==> config.mk <==
export PLATFORM = sky130hd
export DESIGN_NAME = commit_trace_buffer
export DESIGN_NICKNAME = d
export VERILOG_FILES = /design/src/rtl/commit_trace_buffer.sv
export SDC_FILE = /design/constraint.sdc
export NUM_CORES = 2
export LEC_CHECK = 0
export ABC_CLOCK_PERIOD_IN_PS = 6100
export BUFFER_PORTS_ARGS = -buffer_cell sky130_fd_sc_hd__buf_2
export CORE_AREA = 2 2 461 349
export CTS_BUF_LIST = sky130_fd_sc_hd__clkbuf_4 sky130_fd_sc_hd__clkbuf_8
export DETAILED_ROUTE_END_ITERATION = 10
export DIE_AREA = 0 0 463 351
export PLACE_DENSITY = 0.62
export SYNTH_ARGS = -nofsm -noshare
export SYNTH_HDL_FRONTEND = slang
export SYNTH_SLANG_ARGS = --single-unit
==> constraint.sdc <==
create_clock -name clk -period 6.1 [get_ports clk]
set_input_delay 0.305 -clock clk [delete_from_list [all_inputs] [get_ports clk]]
set_output_delay 0.305 -clock clk [all_outputs]
set_load 0.005 [all_outputs]
==> src/rtl/commit_trace_buffer.sv <==
// commit_trace_buffer
//   Commit monitor for the barrel-threaded core. Captures register-file write-backs and
//   data-memory writes, tags each with thread index and cycle stamp, and queues the records
//   in a FIFO. The FIFO drains through a first-word-fall-through valid/ready port.
//
// Ports
//   clk, reset            clock, synchronous active-high reset
//   i_enable              global capture enable
//   i_thread_mask         per-thread capture enable
//   regfile_wr_*          write-back port (en, addr, data), thread_index_wb
//   dmem_*                memory write port (byte enables, word addr, data), thread_index_wrmem
//   o_trace_valid/data    head record, i_trace_ready pops it
//   o_fill_level          occupied entries
//   o_overflow            sticky drop flag
//   o_drop_count          saturating drop counter
//   i_clear_overflow      clears o_overflow and o_drop_count
//
// Record layout, MSB to LSB: {type, thread, addr, data, be, stamp}.
module commit_trace_buffer #(
  parameter int unsigned NUM_THREADS = 16,
  parameter int unsigned DATA_W      = 32,
  parameter int unsigned REG_ADDR_W  = 5,
  parameter int unsigned MEM_ADDR_W  = 14,
  parameter int unsigned DEPTH       = 16,
  parameter int unsigned TS_W        = 16,
  localparam int unsigned THREAD_W   = (NUM_THREADS > 1) ? $clog2(NUM_THREADS) : 1,
  localparam int unsigned BE_W       = DATA_W / 8,
  localparam int unsigned REC_W      = 1 + THREAD_W + MEM_ADDR_W + DATA_W + BE_W + TS_W,
  localparam int unsigned CNT_W      = $clog2(DEPTH + 1)
) (
  input  logic                   clk,
  input  logic                   reset,
  input  logic                   i_enable,
  input  logic [NUM_THREADS-1:0] i_thread_mask,
  input  logic                   regfile_wr_en,
  input  logic [REG_ADDR_W-1:0]  regfile_wr_addr,
  input  logic [DATA_W-1:0]      regfile_wr_data,
  input  logic [THREAD_W-1:0]    thread_index_wb,
  input  logic [BE_W-1:0]        dmem_write_enable,
  input  logic [MEM_ADDR_W-1:0]  dmem_addr,
  input  logic [DATA_W-1:0]      dmem_write_data,
  input  logic [THREAD_W-1:0]    thread_index_wrmem,
  output logic                   o_trace_valid,
  output logic [REC_W-1:0]       o_trace_data,
  input  logic                   i_trace_ready,
  output logic [CNT_W-1:0]       o_fill_level,
  output logic                   o_overflow,
  output logic [15:0]            o_drop_count,
  input  logic                   i_clear_overflow
);

  localparam int unsigned      PTR_W   = $clog2(DEPTH);
  localparam logic [CNT_W-1:0] DEPTH_C = CNT_W'(DEPTH);

  logic [REC_W-1:0] r_mem [DEPTH];
  logic [PTR_W-1:0] r_wptr;
  logic [PTR_W-1:0] r_rptr;
  logic [CNT_W-1:0] r_count;
  logic [TS_W-1:0]  r_stamp;
  logic             r_overflow;
  logic [15:0]      r_drop_count;

  logic             w_reg_ev;
  logic             w_mem_ev;
  logic             w_push_reg;
  logic             w_push_mem;
  logic             w_pop;
  logic [CNT_W-1:0] w_free;
  logic [1:0]       w_n_push;
  logic [1:0]       w_n_drop;
  logic [PTR_W-1:0] w_mem_ptr;
  logic [REC_W-1:0] w_reg_rec;
  logic [REC_W-1:0] w_mem_rec;
  logic [16:0]      w_drop_sum;

  assign w_reg_ev = i_enable & regfile_wr_en & (regfile_wr_addr != '0) &
                    i_thread_mask[thread_index_wb];
  assign w_mem_ev = i_enable & (|dmem_write_enable) & i_thread_mask[thread_index_wrmem];

  // Free space is taken from the count at the start of the cycle; a same-cycle pop does not
  // make room for this cycle's pushes.
  assign w_free     = DEPTH_C - r_count;
  assign w_push_reg = w_reg_ev & (w_free != '0);
  assign w_push_mem = w_mem_ev & (w_reg_ev ? (w_free >= CNT_W'(2)) : (w_free != '0));
  assign w_n_push   = {1'b0, w_push_reg} + {1'b0, w_push_mem};
  assign w_n_drop   = {1'b0, w_reg_ev & ~w_push_reg} + {1'b0, w_mem_ev & ~w_push_mem};
  assign w_pop      = (r_count != '0) & i_trace_ready;

  // Reg record sits in the first slot, so the mem record goes one slot further when both push.
  assign w_mem_ptr  = r_wptr + PTR_W'(w_push_reg);
  assign w_drop_sum = {1'b0, r_drop_count} + 17'(w_n_drop);

  assign w_reg_rec = {1'b0, thread_index_wb, MEM_ADDR_W'(regfile_wr_addr), regfile_wr_data,
                      {BE_W{1'b1}}, r_stamp};
  assign w_mem_rec = {1'b1, thread_index_wrmem, dmem_addr, dmem_write_data, dmem_write_enable,
                      r_stamp};

  // Storage has no reset; stale contents are never visible because output is gated by count.
  always_ff @(posedge clk) begin
    if (!reset) begin
      if (w_push_reg) r_mem[r_wptr] <= w_reg_rec;
      if (w_push_mem) r_mem[w_mem_ptr] <= w_mem_rec;
    end
  end

  always_ff @(posedge clk) begin
    if (reset) begin
      r_wptr       <= '0;
      r_rptr       <= '0;
      r_count      <= '0;
      r_stamp      <= '0;
      r_overflow   <= 1'b0;
      r_drop_count <= '0;
    end else begin
      r_stamp <= r_stamp + 1'b1;
      r_wptr  <= r_wptr + PTR_W'(w_n_push);
      if (w_pop) r_rptr <= r_rptr + 1'b1;
      r_count <= r_count + CNT_W'(w_n_push) - CNT_W'(w_pop);
      // A drop in the same cycle as a clear survives the clear.
      if (i_clear_overflow) begin
        r_overflow   <= (w_n_drop != '0);
        r_drop_count <= 16'(w_n_drop);
      end else begin
        if (w_n_drop != '0) r_overflow <= 1'b1;
        r_drop_count <= w_drop_sum[16] ? 16'hFFFF : w_drop_sum[15:0];
      end
    end
  end

  assign o_trace_valid = (r_count != '0);
  assign o_trace_data  = o_trace_valid ? r_mem[r_rptr] : '0;
  assign o_fill_level  = r_count;
  assign o_overflow    = r_overflow;
  assign o_drop_count  = r_drop_count;

endmodule
## Word-level counts from Yosys, hierarchy flattened

Memory sizes are Yosys's and may differ from the RTL's. A register that Yosys moved wholly into a read port is not among the register bits.
Cells that the tools add are included.
W data, S select, Z words.

- Register bits: 46
- RAM bits: 1136
- Input port bits: 117
- Output and inout port bits: 94
- Word-level logic and storage cells: 58
- Memories kept: 1

Memories:

| memory | words | width | rd ports | clocked after Yosys merged registers in | wr ports | RTL line | RTL |
|---|---|---|---|---|---|---|---|
| r_mem | 16 | 71 | 1 | 1 | 2 | 55 | `logic [REC_W-1:0] r_mem [DEPTH];` |

- Add/sub/neg operators: 10
- $lt $le $gt $ge: 3
- Mux-type cells: 18
- Bitwise logic cells: 12
- Reductions and logical operators: 7

Operators with widths:

| operator | count |
|---|---|
| $mux W71 | 1 |
| $add A16 B2 Y17 | 1 |
| $add A16 B1 Y16 const B | 1 |
| $mux W16 | 1 |
| $reduce_bool A5 Y1 | 3 |
| $mux W1 | 11 |
| $and A1 B1 Y1 | 10 |
| $lt A4 B5 Y1 const B | 2 |
| $bmux W1 S4 | 2 |
| $mux W4 | 2 |
| $add A5 B2 Y5 | 1 |
| $ge A5 B2 Y1 const B | 1 |
| $sub A5 B1 Y5 | 1 |
| $sub A5 B5 Y5 const A | 1 |
| $add A1 B1 Y2 | 2 |
| $add A4 B1 Y4 | 1 |
| $add A4 B1 Y4 const B | 1 |
| $add A4 B2 Y4 | 1 |
| $reduce_bool A2 Y1 | 2 |
| $reduce_or A4 Y1 | 1 |
| $mux W2 | 1 |
| $not A1 Y1 | 2 |
| $reduce_or A2 Y1 | 1 |

## Longest topological paths before layout

- Word-level depth: 11
- Gate-level depth with buffers: 23
- Mapped depth without buffers: 20

## Least setup slack after synthesis

Ideal clock, no wire load.

- Path kind: input to register
- From: input port thread_index_wb[0]
- To: memory r_mem[12][0] in the netlist's numbering, enable pin
- Setup time: 0.430 ns
- Data arrival time: 4.927 ns
- Data required time: 5.670 ns
- Setup slack: 0.743 ns
- Stages on the path: 16
- Path buffers: 4
- Cells stage by stage: buf_6 > mux2i_1 > a22o_1 > or4_4 > a32o_1 > inv_1 > buf_4 > ha_1 > ha_1 > xor2_1 > nand2_1 > clkbuf_1 > nor4_1 > o211ai_4 > clkbuf_1 > nand2_1

RTL lines:

| item | RTL line | RTL |
|---|---|---|
| start: declaration | 38 | `input logic [THREAD_W-1:0] thread_index_wb,` |
| end: declaration | 55 |  |

==> results.py <==
metrics = {
    "synth": {
        "ys_warn_count": 0,
        "synth_common_cells": "edfxtp_1, nor3_1, mux2_2, mux4_2, clkbuf_1",
        "synth_seq_area_share_pct": 55.6,
        "async_reset_ff_share_pct": 0,
        "synthesis.area_um2": 62900,
        "syn_avg_cell_area_um2": 14.4,
        "synth_most_common_cell": "edfxtp_1",
        "ys_ff_latch": 1186,
        "synth_top_cell_by_area": "edfxtp_1",
        "synthCells": 4380,
        "synthesis.nets": 4522,
        "synth_edf_count": 1120,
        "yosysUniqueCellTypes": 59,
        "synthTopCellsByArea": "edfxtp_1, mux4_2, mux2_2, nor3_1, mux2_1",
        "yosysTopAreaCellShare_pct": 53.5,
        "synth_top_flop_cell": "edfxtp_1",
    },
    "pwr": {
        "p_leak_nw": 21.9,
        "ir_worst_vdd_mv": 0.233,
        "power.density_nw_per_um2": 295,
    },
    "sta": {
        "relSlewSlack_pct": 14.7,
        "fin_ws_ns": 0.877,
        "tightest_slew_ns": 1.28,
        "drv_slew": 0,
        "grt_setup_unrepaired": "false",
        "clock.fmax_ghz": 0.191,
        "min_period_over_period_pct": 85.6,
        "setup_viol": 0,
        "skew_ns": 0.0389,
        "timing.setup.tns_ns": 0,
        "period_minus_slack_ns": 5.22,
        "finalHoldViolCount": 0,
    },
    "drt": {
        "ant_nets": 0,
        "wire_per_inst_um": 32.4,
        "num_vias": 42800,
        "first_iter_violations": 5771,
        "drcViolationCount": 0,
        "drt-vias-per-instance": 6.36,
        "first_pass_iters": 7,
        "wl_mm": 218,
    },
    "grt": {
        "grt_pass1_vias": 42100,
        "grt_max_degree": 108,
        "antenna_found_initial": 19,
        "grt_pass1_wl_mm": 313,
        "gr-total-overflow": 0,
        "grt.total_usage_pct": 26.4,
    },
    "setup_path": {
        "setup.worst_path.class": "reg2reg",
        "reg2regPathDepth": 15,
        "end_kind": "register",
        "cp_max_fo": 29,
        "cp_data_required_time_ns": 6.66,
        "worstPathArrival_ns": 5.78,
        "cp-start-kind": "register",
    },
    "clocking": {
        "htree_levels": 4,
        "cts_tree": "yes",
        "cts.sinks": 1186,
        "postCtsSetupBuffers": 0,
        "clk_latency_ns": 0.95,
        "cts_root_buf": "clkbuf_8",
        "clk_pin_slew_ns": 0.07,
        "numCtsBuffers": 199,
        "clockBufferDepth": 3,
    },
    "layout": {
        "synthToLayoutAreaGrowth_pct": 11.6,
        "layout-drive-gt1-share_pct": 33.9,
        "fillerInstances": 14200,
        "nets": 4586,
    },
    "die": {
        "floorplan.initialDensity_pct": 39.7,
        "die_w_um": 463,
        "core-area_um2": 158000,
        "ios": 211,
        "fp.dieArea_um2": 163000,
        "rows": 127,
        "die_h_um": 351,
    },
    "placed_design": {
        "port_buffers": 210,
        "dp_slack_ns": 0.798,
        "gp_congestion": 0.840,
        "hpwlAfterDp_mm": 120,
    },
    "run_status": {
        "status": "completed",
    },
    "min_path": {
        "hold_depth": 4,
        "holdCritPathClass": "in2reg",
    },
    "run": {
        "maxCapViolCount": 0,
    },
}
==> power breakdown <==
group	switching [W]	total, W	internal [W]
sequential	0.000164	0.00913	0.00897
clock	0.00347	0.00714	0.00367
combinational	0.00281	0.00442	0.00161
==> final cells by class <==
type | count | area [um2] | share of cell area, %
Tap cell | 2128 | 2660 | 3.79
Sequential cell | 1186 | 35000 | 49.8
Clock buffer | 278 | 3380 | 4.82
Timing Repair Buffer | 385 | 2760 | 3.93
Clock inverter | 81 | 502 | 0.715
Antenna cell | 9 | 22.5 | 0.0321
Inverter | 31 | 119 | 0.169
Multi-Input combinational cell | 2641 | 25800 | 36.7
==> worst paths after layout <==
path	from	endpoint	slack [ns]
worst min register to register	r_mem[13][70]	r_mem[13][70]	0.46
worst min-delay path	regfile_wr_data[18]	r_mem[14][38]	0.11
worst max register to register	o_fill_level[0]	r_mem[6][28]	0.88
worst max-delay path	o_fill_level[0]	r_mem[6][28]	0.88
==> critical path: stages (launching register included) <==
cell	delay, ns
dfxtp_1	0.42
inv_1	0.11
ha_1	0.24
and2_1	0.17
ha_1	0.38
a32o_4	0.34
inv_1	0.08
buf_4	0.20
ha_1	0.20
ha_1	0.21
xor2_1	0.28
nand3_1	0.16
nor3_1	0.30
o211ai_4	0.40
nand2_4	0.70
buf_4	0.59
==> stage by stage <==
| stage | cell area [um2] | utilization [%] | hold WS (ns) | cells | power, W |
|---|---|---|---|---|---|
| floorplan | 62900 | - | 0.422 | 4380 | 0.0120 |
| global placement | 65800 | 41.5 | 0.443 | 6318 | 0.0137 |
| detailed placement | 65800 | 41.5 | 0.451 | 6318 | 0.0137 |
| CTS | 70200 | 44.3 | 0.0190 | 6730 | 0.0208 |
| global route | 70200 | 44.3 | 0.119 | 6736 | 0.0214 |
| finish | 70200 | 44.3 | 0.106 | 6739 | 0.0207 |
==> timing repair <==
| item | in CTS | in global routing |
|---|---|---|
| hold endpoints to repair | 816 | 0 |
| gates resized for setup | 0 | 0 |
| hold buffers | 53 | 0 |
==> cells by family after synthesis <==
kind of cell               after synthesis  share of synthesized area (%)
DFF                                   1186                           55.6
adders and majority gates               25                          0.533
and+or+nand+nor                       1157                           9.51
buffers and inverters                  553                           3.97
xor gates and xnor gates                32                          0.445
AOI/OAI and AO/OA                      336                           4.18
muxes                                 1091                           25.8
==> flip-flops by register name (all words and copies together) (netlist names), named ones only <==
| register | count |
|---|---|
| r_stamp | 16 |
| o_fill_level | 5 |
| o_overflow | 1 |
| o_drop_count | 16 |
| r_wptr | 4 |
| r_rptr | 4 |
| r_mem | 1136 |
==> layout by cell type, fill, tap and decap left out, types with 16 or more instances in the layout <==
cell type,n
nor4_1,155
clkinv_2,17
and2_1,73
nand3_1,25
buf_4,101
dfxtp_1,62
a21bo_2,16
mux2_1,181
a21oi_1,37
nor2_1,40
nand2_1,109
a21boi_0,236
inv_1,29
buf_12,21
ha_1,22
clkinv_1,48
nor3_1,668
mux4_2,359
nand2_4,20
mux2_2,478
mux2i_1,73
buf_2,210
edfxtp_1,1120
dlygate4sd3_1,53
clkbuf_4,71
xor2_1,20
o211ai_4,16
clkbuf_8,207
==> layer usage <==
| metal | vias to the layer above | track usage [%] | share of wire [%] |
|---|---|---|---|
| met5 | - | 0 | 0 |
| li1 | 17500 | - | - |
| met1 | 22300 | 36.0 | 40 |
| met4 | 0 | 11.6 | 4.4 |
| met2 | 2610 | 41.0 | 46 |
| met3 | 477 | 5.47 | 9.9 |
Power figures use the tool's default switching activity.
